### config.mk
export PLATFORM = sky130hd
export DESIGN_NAME = pipeline_hazard_ctrl_flat
export DESIGN_NICKNAME = d
export VERILOG_FILES = /design/src/rtl/pipeline_hazard_ctrl_pkg.sv /design/src/rtl/pipeline_hazard_ctrl_if.sv /design/src/rtl/pipeline_hazard_ctrl_sat_counter.sv /design/src/rtl/pipeline_hazard_ctrl.sv /design/src/flat_wrapper.sv
export SDC_FILE = /design/constraint.sdc
export NUM_CORES = 1
export LEC_CHECK = 0
export ABC_AREA = 1
export CAP_MARGIN = 10
export CELL_PAD_IN_SITES_DETAIL_PLACEMENT = 1
export CELL_PAD_IN_SITES_GLOBAL_PLACEMENT = 1
export CORE_AREA = 2 2 89 156
export DETAILED_ROUTE_END_ITERATION = 12
export DIE_AREA = 0 0 91 158
export GPL_TIMING_DRIVEN = 0
export PLACE_DENSITY = 0.92
export RECOVER_POWER = 25
export SLEW_MARGIN = 10
export SYNTH_ARGS = -nofsm -noshare
export SYNTH_HDL_FRONTEND = slang
export SYNTH_SLANG_ARGS = --single-unit
### constraint.sdc
create_clock -name clk -period 2.92 [get_ports clk]
set_clock_uncertainty 0.05 [all_clocks]
set_input_delay 0.876 -clock clk [delete_from_list [all_inputs] [get_ports clk]]
set_output_delay 0.876 -clock clk [all_outputs]
set_load 0.1 [all_outputs]
### src/rtl/pipeline_hazard_ctrl_pkg.sv
// Shared pipeline definitions for the hazard controller: state encoding,
// register-file constants and the source-operand match helper.
package pipeline_hazard_ctrl_pkg;

  localparam int REG_ADDR_W = 5;
  localparam logic [REG_ADDR_W-1:0] REG_ZERO = 5'd0;

  typedef enum logic {
    RUN     = 1'b0,
    MD_BUSY = 1'b1
  } md_state_e;

  // True when the ID instruction actually reads a source that the EX load writes.
  function automatic logic src_hit(input logic                  uses,
                                   input logic [REG_ADDR_W-1:0] src,
                                   input logic [REG_ADDR_W-1:0] dst);
    return uses && (src == dst);
  endfunction

endpackage

### src/rtl/pipeline_hazard_ctrl_if.sv
// Hazard-status inputs and pipeline-register controls between the datapath
// and the hazard controller.
interface pipeline_hazard_ctrl_if
  import pipeline_hazard_ctrl_pkg::*;
#(
  parameter int CNT_W = 32
);

  logic [REG_ADDR_W-1:0] ID_RegisterRs;
  logic [REG_ADDR_W-1:0] ID_RegisterRt;
  logic                  ID_UsesRs;
  logic                  ID_UsesRt;
  logic                  EX_MemRead;
  logic [REG_ADDR_W-1:0] EX_RegisterRt;
  logic                  ID_Jump;
  logic                  EX_BranchTaken;
  logic                  EX_MulDivStart;

  logic                  PC_Write;
  logic                  IF_ID_Write;
  logic                  IF_ID_flush;
  logic                  ID_EX_stall;
  logic                  ID_EX_flush;
  logic                  ID_EX_hold;
  logic                  EX_MEM_bubble;
  logic                  MD_busy;
  logic [CNT_W-1:0]      stall_cycles;
  logic [CNT_W-1:0]      flush_events;

  // Controller side.
  modport master (
    input  ID_RegisterRs, ID_RegisterRt, ID_UsesRs, ID_UsesRt,
           EX_MemRead, EX_RegisterRt, ID_Jump, EX_BranchTaken, EX_MulDivStart,
    output PC_Write, IF_ID_Write, IF_ID_flush, ID_EX_stall, ID_EX_flush,
           ID_EX_hold, EX_MEM_bubble, MD_busy, stall_cycles, flush_events
  );

  // Datapath side.
  modport slave (
    output ID_RegisterRs, ID_RegisterRt, ID_UsesRs, ID_UsesRt,
           EX_MemRead, EX_RegisterRt, ID_Jump, EX_BranchTaken, EX_MulDivStart,
    input  PC_Write, IF_ID_Write, IF_ID_flush, ID_EX_stall, ID_EX_flush,
           ID_EX_hold, EX_MEM_bubble, MD_busy, stall_cycles, flush_events
  );

endinterface

### src/rtl/pipeline_hazard_ctrl_sat_counter.sv
// Saturating up-counter used for the performance-debug event counters.
module sat_counter #(
  parameter int W = 32
) (
  input  logic         clk,
  input  logic         reset,
  input  logic         inc,
  output logic [W-1:0] cnt
);

  // NOTE: sequential state is always assigned with <= so every flop samples
  // pre-edge values regardless of block ordering.
  always_ff @(posedge clk) begin
    if (reset) begin
      cnt <= '0;
    end else if (inc && (cnt != '1)) begin
      cnt <= cnt + W'(1);
    end
  end

endmodule

### src/rtl/pipeline_hazard_ctrl.sv
// Hazard controller for the 5-stage pipeline: load-use stalls, jump/branch
// flushes, mul/div front-end freeze and saturating stall/flush counters.
module pipeline_hazard_ctrl
  import pipeline_hazard_ctrl_pkg::*;
#(
  parameter int MULDIV_CYCLES = 4,
  parameter int CNT_W         = 32
) (
  input logic                  clk,
  input logic                  reset,
  pipeline_hazard_ctrl_if.master bus
);

  localparam int MD_W = $clog2(MULDIV_CYCLES);
  localparam logic [MD_W-1:0] MD_INIT = MD_W'(MULDIV_CYCLES - 2);

  md_state_e       state;
  logic [MD_W-1:0] md_cnt;

  logic load_use;
  logic freeze;
  logic pc_write, if_id_write, if_id_flush, id_ex_stall, id_ex_flush;
  logic id_ex_hold, ex_mem_bubble;
  logic stall_inc, flush_inc;

  always_comb begin
    // NOTE: every output gets a default first so no path can infer a latch.
    pc_write      = 1'b1;
    if_id_write   = 1'b1;
    if_id_flush   = 1'b0;
    id_ex_stall   = 1'b0;
    id_ex_flush   = 1'b0;
    id_ex_hold    = 1'b0;
    ex_mem_bubble = 1'b0;

    load_use = bus.EX_MemRead && (bus.EX_RegisterRt != REG_ZERO) &&
               (src_hit(bus.ID_UsesRs, bus.ID_RegisterRs, bus.EX_RegisterRt) ||
                src_hit(bus.ID_UsesRt, bus.ID_RegisterRt, bus.EX_RegisterRt));
    freeze   = ((state == RUN) && bus.EX_MulDivStart) ||
               ((state == MD_BUSY) && (md_cnt != '0));

    if (freeze) begin
      pc_write      = 1'b0;
      if_id_write   = 1'b0;
      id_ex_hold    = 1'b1;
      ex_mem_bubble = 1'b1;
    end else if (bus.EX_BranchTaken) begin
      if_id_flush = 1'b1;
      id_ex_flush = 1'b1;
    end else if (load_use) begin
      // A jump in ID waits here and flushes once the bubble clears the hazard.
      pc_write    = 1'b0;
      if_id_write = 1'b0;
      id_ex_stall = 1'b1;
    end else if (bus.ID_Jump) begin
      if_id_flush = 1'b1;
    end

    stall_inc = freeze || id_ex_stall;
    flush_inc = if_id_flush || id_ex_flush;
  end

  always_ff @(posedge clk) begin
    if (reset) begin
      state  <= RUN;
      md_cnt <= '0;
    end else begin
      unique case (state)
        RUN: begin
          if (bus.EX_MulDivStart) begin
            md_cnt <= MD_INIT;
            state  <= MD_BUSY;
          end
        end
        MD_BUSY: begin
          // md_cnt == 0 is the final EX cycle: the pipeline advances this cycle.
          if (md_cnt != '0) begin
            md_cnt <= md_cnt - MD_W'(1);
          end else begin
            state <= RUN;
          end
        end
        default: state <= RUN;
      endcase
    end
  end

  sat_counter #(.W(CNT_W)) u_stall_cnt (
    .clk   (clk),
    .reset (reset),
    .inc   (stall_inc),
    .cnt   (bus.stall_cycles)
  );

  sat_counter #(.W(CNT_W)) u_flush_cnt (
    .clk   (clk),
    .reset (reset),
    .inc   (flush_inc),
    .cnt   (bus.flush_events)
  );

  assign bus.PC_Write      = pc_write;
  assign bus.IF_ID_Write   = if_id_write;
  assign bus.IF_ID_flush   = if_id_flush;
  assign bus.ID_EX_stall   = id_ex_stall;
  assign bus.ID_EX_flush   = id_ex_flush;
  assign bus.ID_EX_hold    = id_ex_hold;
  assign bus.EX_MEM_bubble = ex_mem_bubble;
  assign bus.MD_busy       = (state == MD_BUSY);

endmodule

### src/flat_wrapper.sv
// flat-port wrapper written by rule: the top's interface ports become plain ports
module pipeline_hazard_ctrl_flat import pipeline_hazard_ctrl_pkg::*;
#(
  parameter int MULDIV_CYCLES = 4,
  parameter int CNT_W         = 32
)
  (clk, reset, bus_ID_RegisterRs, bus_ID_RegisterRt, bus_ID_UsesRs, bus_ID_UsesRt, bus_EX_MemRead, bus_EX_RegisterRt, bus_ID_Jump, bus_EX_BranchTaken, bus_EX_MulDivStart, bus_PC_Write, bus_IF_ID_Write, bus_IF_ID_flush, bus_ID_EX_stall, bus_ID_EX_flush, bus_ID_EX_hold, bus_EX_MEM_bubble, bus_MD_busy, bus_stall_cycles, bus_flush_events);
  pipeline_hazard_ctrl_if #(.CNT_W(CNT_W)) bus_i ();
  input logic clk;
  input logic reset;
  input wire logic [$bits(bus_i.ID_RegisterRs)-1:0] bus_ID_RegisterRs;
  input wire logic [$bits(bus_i.ID_RegisterRt)-1:0] bus_ID_RegisterRt;
  input wire logic [$bits(bus_i.ID_UsesRs)-1:0] bus_ID_UsesRs;
  input wire logic [$bits(bus_i.ID_UsesRt)-1:0] bus_ID_UsesRt;
  input wire logic [$bits(bus_i.EX_MemRead)-1:0] bus_EX_MemRead;
  input wire logic [$bits(bus_i.EX_RegisterRt)-1:0] bus_EX_RegisterRt;
  input wire logic [$bits(bus_i.ID_Jump)-1:0] bus_ID_Jump;
  input wire logic [$bits(bus_i.EX_BranchTaken)-1:0] bus_EX_BranchTaken;
  input wire logic [$bits(bus_i.EX_MulDivStart)-1:0] bus_EX_MulDivStart;
  output wire logic [$bits(bus_i.PC_Write)-1:0] bus_PC_Write;
  output wire logic [$bits(bus_i.IF_ID_Write)-1:0] bus_IF_ID_Write;
  output wire logic [$bits(bus_i.IF_ID_flush)-1:0] bus_IF_ID_flush;
  output wire logic [$bits(bus_i.ID_EX_stall)-1:0] bus_ID_EX_stall;
  output wire logic [$bits(bus_i.ID_EX_flush)-1:0] bus_ID_EX_flush;
  output wire logic [$bits(bus_i.ID_EX_hold)-1:0] bus_ID_EX_hold;
  output wire logic [$bits(bus_i.EX_MEM_bubble)-1:0] bus_EX_MEM_bubble;
  output wire logic [$bits(bus_i.MD_busy)-1:0] bus_MD_busy;
  output wire logic [$bits(bus_i.stall_cycles)-1:0] bus_stall_cycles;
  output wire logic [$bits(bus_i.flush_events)-1:0] bus_flush_events;
  assign bus_i.ID_RegisterRs = bus_ID_RegisterRs;
  assign bus_i.ID_RegisterRt = bus_ID_RegisterRt;
  assign bus_i.ID_UsesRs = bus_ID_UsesRs;
  assign bus_i.ID_UsesRt = bus_ID_UsesRt;
  assign bus_i.EX_MemRead = bus_EX_MemRead;
  assign bus_i.EX_RegisterRt = bus_EX_RegisterRt;
  assign bus_i.ID_Jump = bus_ID_Jump;
  assign bus_i.EX_BranchTaken = bus_EX_BranchTaken;
  assign bus_i.EX_MulDivStart = bus_EX_MulDivStart;
  assign bus_PC_Write = bus_i.PC_Write;
  assign bus_IF_ID_Write = bus_i.IF_ID_Write;
  assign bus_IF_ID_flush = bus_i.IF_ID_flush;
  assign bus_ID_EX_stall = bus_i.ID_EX_stall;
  assign bus_ID_EX_flush = bus_i.ID_EX_flush;
  assign bus_ID_EX_hold = bus_i.ID_EX_hold;
  assign bus_EX_MEM_bubble = bus_i.EX_MEM_bubble;
  assign bus_MD_busy = bus_i.MD_busy;
  assign bus_stall_cycles = bus_i.stall_cycles;
  assign bus_flush_events = bus_i.flush_events;
  pipeline_hazard_ctrl #(.MULDIV_CYCLES(MULDIV_CYCLES), .CNT_W(CNT_W)) u_core (.clk(clk), .reset(reset), .bus(bus_i));
endmodule
==> results by group <==
Synth
  – Sequential share of the synthesized area: roughly 29%
  – Fraction of registers with async set/reset: 0%
  – Post-Syn Nets: 792
  – Xor-xnor portion of the synthesized cell area: 6.60%
  – Synthesized flop and latch total: 67
  – Number of synthesized flops with an enable pin: 0
  – Cell count after synthesis: 766
  – Post-Syn Area: around 4600 um2
  – Compound-gate portion of the synthesized area: under 10%
  – Synth Area in Simple Gates: a little under half
  – Post-synthesis cell type count: 28
  – Adder-cell share of the synthesized area: 0.809%
  – Syn. warnings: 0
  – Avg Inst Size Synth: approximately 6 um2
  – Top_reg_cell synth: dfxtp_1
  – Post-synthesis mux area share: 0%
  – Largest family of logic cells by synthesized area: simple AND/OR/NAND/NOR gates

Cells and area
  – N_diodes: 0
  – Final Cell Area: between 6000 and 7000 um2
  – Commonest non-fill, non-tap cell in the layout: nand2_1
  – Share of cells above drive strength 1: approximately an eighth
  – Number of fill cells in the layout: ~1800
  – Final nets: 903
  – Area Growth Syn to Fin: 33.5%
  – Layout Utilization: about 47%
  – Most frequent cells in the layout: nand2_1 (292), nor2_1 (102), dfxtp_1 (66), a21oi_1 (58), inv_1 (49)

Routing
  – Via-per-instance ratio: ~5.3
  – Drt total wl: 18200 um
  – Final ANT Viol Nets: 0
  – Vias: 5561
  – # DRC: 0
  – Iteration-0 DRC Markers: between 100 and 150
  – Pre-antenna DRT Iters: 5
  – DR WL/cell: 17.3 um

Clocking
  – Clock-pin slew on the worst setup and hold paths: 0.06 ns
  – CTS tree: yes
  – Root Buffer: clkbuf_16
  – Maximum clock path buffer count: 2
  – CTS buffer count: 9
  – Clock Latency Late Sink: approximately 0.34 ns
  – CTS Sinks: 67
  – H-tree depth: 3
  – CTS Hold Bufs: 0

GRT
  – Met2 usage: 51.0%
  – Antenna violations before repair: 0
  – Total track usage: around a quarter
  – Met1 Use GR: about a fifth
  – GRT overflow: 0
  – Met3 Use GR: 3.19%
  – Most Crowded Layer GR: met2
  – Largest net degree at the start of global routing: 12
  – Vias in the first global route: 5811
  – First-pass GRT wire length: between 20000 and 30000 um

Worst setup path
  – CP arrival: between 1.5 and 2 ns
  – R2R Path Start: u_core.u_flush_cnt.cnt[0]
  – Startpoint type of the worst setup path: input pin
  – WS Path Type: input pin to primary output
  – CP Capture Type: primary output
  – Cell count of the worst reg-to-reg path: 10
  – Worst endpoint required time: 1.99 ns
  – CP endpoint: bus_PC_Write
  – Crit path max fanout: 4
  – Flop2flop setup slack: 0.08 ns
  – Crit. Startpoint: bus_EX_RegisterRt[3]
  – Reg2reg end: u_core.u_flush_cnt.cnt[5]

Floorplan
  – Full die area: 14400 um2
  – Die height: approximately 160 um
  – Core Area: ~13000 um2
  – Ports: 95
  – # rows: 56
  – Die width: ~90 um
  – Initial core utilization: between 30% and 40%

Placed design
  – Placed Area: about 5800 um2
  – GP Congestion: 1.01
  – Post-DP HPWL: 14100 um
  – Port Buffer Count: 93

Job
  – Max-cap violations: 0

STA
  – Fin. max-slew vios: 0
  – RSZ-0062 raised after global routing: yes
  – Final Hold Viols: 0
  – Slew @ Worst Pin: a little over 1 ns
  – Fmax: 343 MHz
  – Worst rel slew slack: between 30% and 40%
  – Tmin final: slightly below 3 ns
  – Final setup fails: 0
  – Crit share post-route: 99.7%

Power
  – Leak: 2.54 nW
  – Cell Pwr Density: roughly 410 nW/um2
  – Peak supply drop: 0.000253 V

Hold path
  – Hold Path Class: register to register

Outcome
  – Status: completed
[cell usage after synthesis, types with 4 or more instances]
| cell type | instances | area, um2 |
|---|---|---|
| clkbuf_1 | 11 | 41.3 |
| nor2_2 | 4 | 25.0 |
| nand3b_1 | 18 | 135 |
| nand3_1 | 11 | 55.1 |
| buf_4 | 5 | 37.5 |
| nor2_1 | 104 | 390 |
| nor3_1 | 15 | 75.1 |
| nor2_4 | 4 | 45.0 |
| nand2_2 | 4 | 25.0 |
| dfxtp_1 | 67 | 1340 |
| nand4_1 | 37 | 231 |
| buf_6 | 4 | 45.0 |
| inv_2 | 4 | 15.0 |
| o21ai_0 | 6 | 30.0 |
| xor2_1 | 28 | 245 |
| xnor2_1 | 7 | 61.3 |
| inv_1 | 59 | 221 |
| nand2_1 | 299 | 1120 |
| a21oi_1 | 60 | 300 |
[critical path, cell delays in order]
cell and delay, ns:
buf_6 0.09, inv_2 0.08, nand2_2 0.07, nand2_1 0.09
nor2_1 0.05, nand3_1 0.07, nand2_2 0.09, a21oi_4 0.17
buf_6 0.14, buf_6 0.10, buf_12 0.16
[cells by family (layout without fill, tap and decap cells)]
family                   Yosys count  in the layout
AO/OA/AOI/OAI                     69             69
XOR/XNOR                          35             35
adder cells (fa/ha/maj)            3              3
buffers and inverters             90            206
flip-flops                        67             67
AND/OR/NAND/NOR                  502            502
[sequential cells by signal, summed over array words and instances (netlist names)]
register	count
u_core.u_flush_cnt.cnt	32
u_core.u_stall_cnt.cnt	32
u_core.md_cnt	2
u_core.bus.MD_busy	1
[layer usage]
layer,vias up,routed length (um)
li1,2654,-
met1,2632,5850
met2,178,10100
met3,97,660
met4,0,1600
met5,-,0
[what timing repair did]
action,CTS,global route
pin swaps,23,19
endpoints found under the setup margin,16,17
setup buffers,7,0
resized for setup,129,34
gates cloned,0,0
[report_power, final]
group	switching [mW]	total, mW	internal (mW)
Sequential	0.0157	0.941	0.926
Clock	0.440	1.17	0.729
Combinational	0.309	0.439	0.130
[per-stage QoR]
step	cells	total power [mW]	hold WS [ns]	setup TNS, ns	worst slack (ns)
2_1_floorplan	766	1.25	0.372	-0.264	-0.120
3_3_place_gp	1033	1.37	0.393	-8.46	-1.54
3_5_place_dp	1033	1.38	0.392	-11.90	-1.58
4_1_cts	1056	2.56	0.399	-0.0426	-0.0392
5_1_grt	1056	2.63	0.437	-0.181	-0.0426
6_report	1056	2.55	0.421	0	0.00849
[how the worst min path moves through the flow]
| stage | cells past startpoint | startpoint | slack [ns] | endpoint |
|---|---|---|---|---|
| floorplan | 1 | u_core.md_cnt[0] | 0.37 | u_core.md_cnt[0] |
| global placement | 1 | u_core.md_cnt[0] | 0.39 | u_core.md_cnt[0] |
| detailed placement | 1 | u_core.md_cnt[0] | 0.39 | u_core.md_cnt[0] |
| CTS | 1 | u_core.md_cnt[0] | 0.40 | u_core.md_cnt[0] |
| global route | 1 | u_core.md_cnt[0] | 0.44 | u_core.md_cnt[0] |
| finish | 1 | u_core.md_cnt[0] | 0.42 | u_core.md_cnt[0] |
[layout make-up]
class	instances	area (um2)	share of cell area, %
buffer	27	196	3.17
clock buffer	12	267	4.30
clock inverter	4	47.5	0.767
inverter	63	241	3.90
multi-input combinational	609	2920	47.2
sequential	67	1340	21.7
tap	174	218	3.51
timing repair buffer	100	962	15.5
No activity file was read; power rests on OpenSTA's default activity.
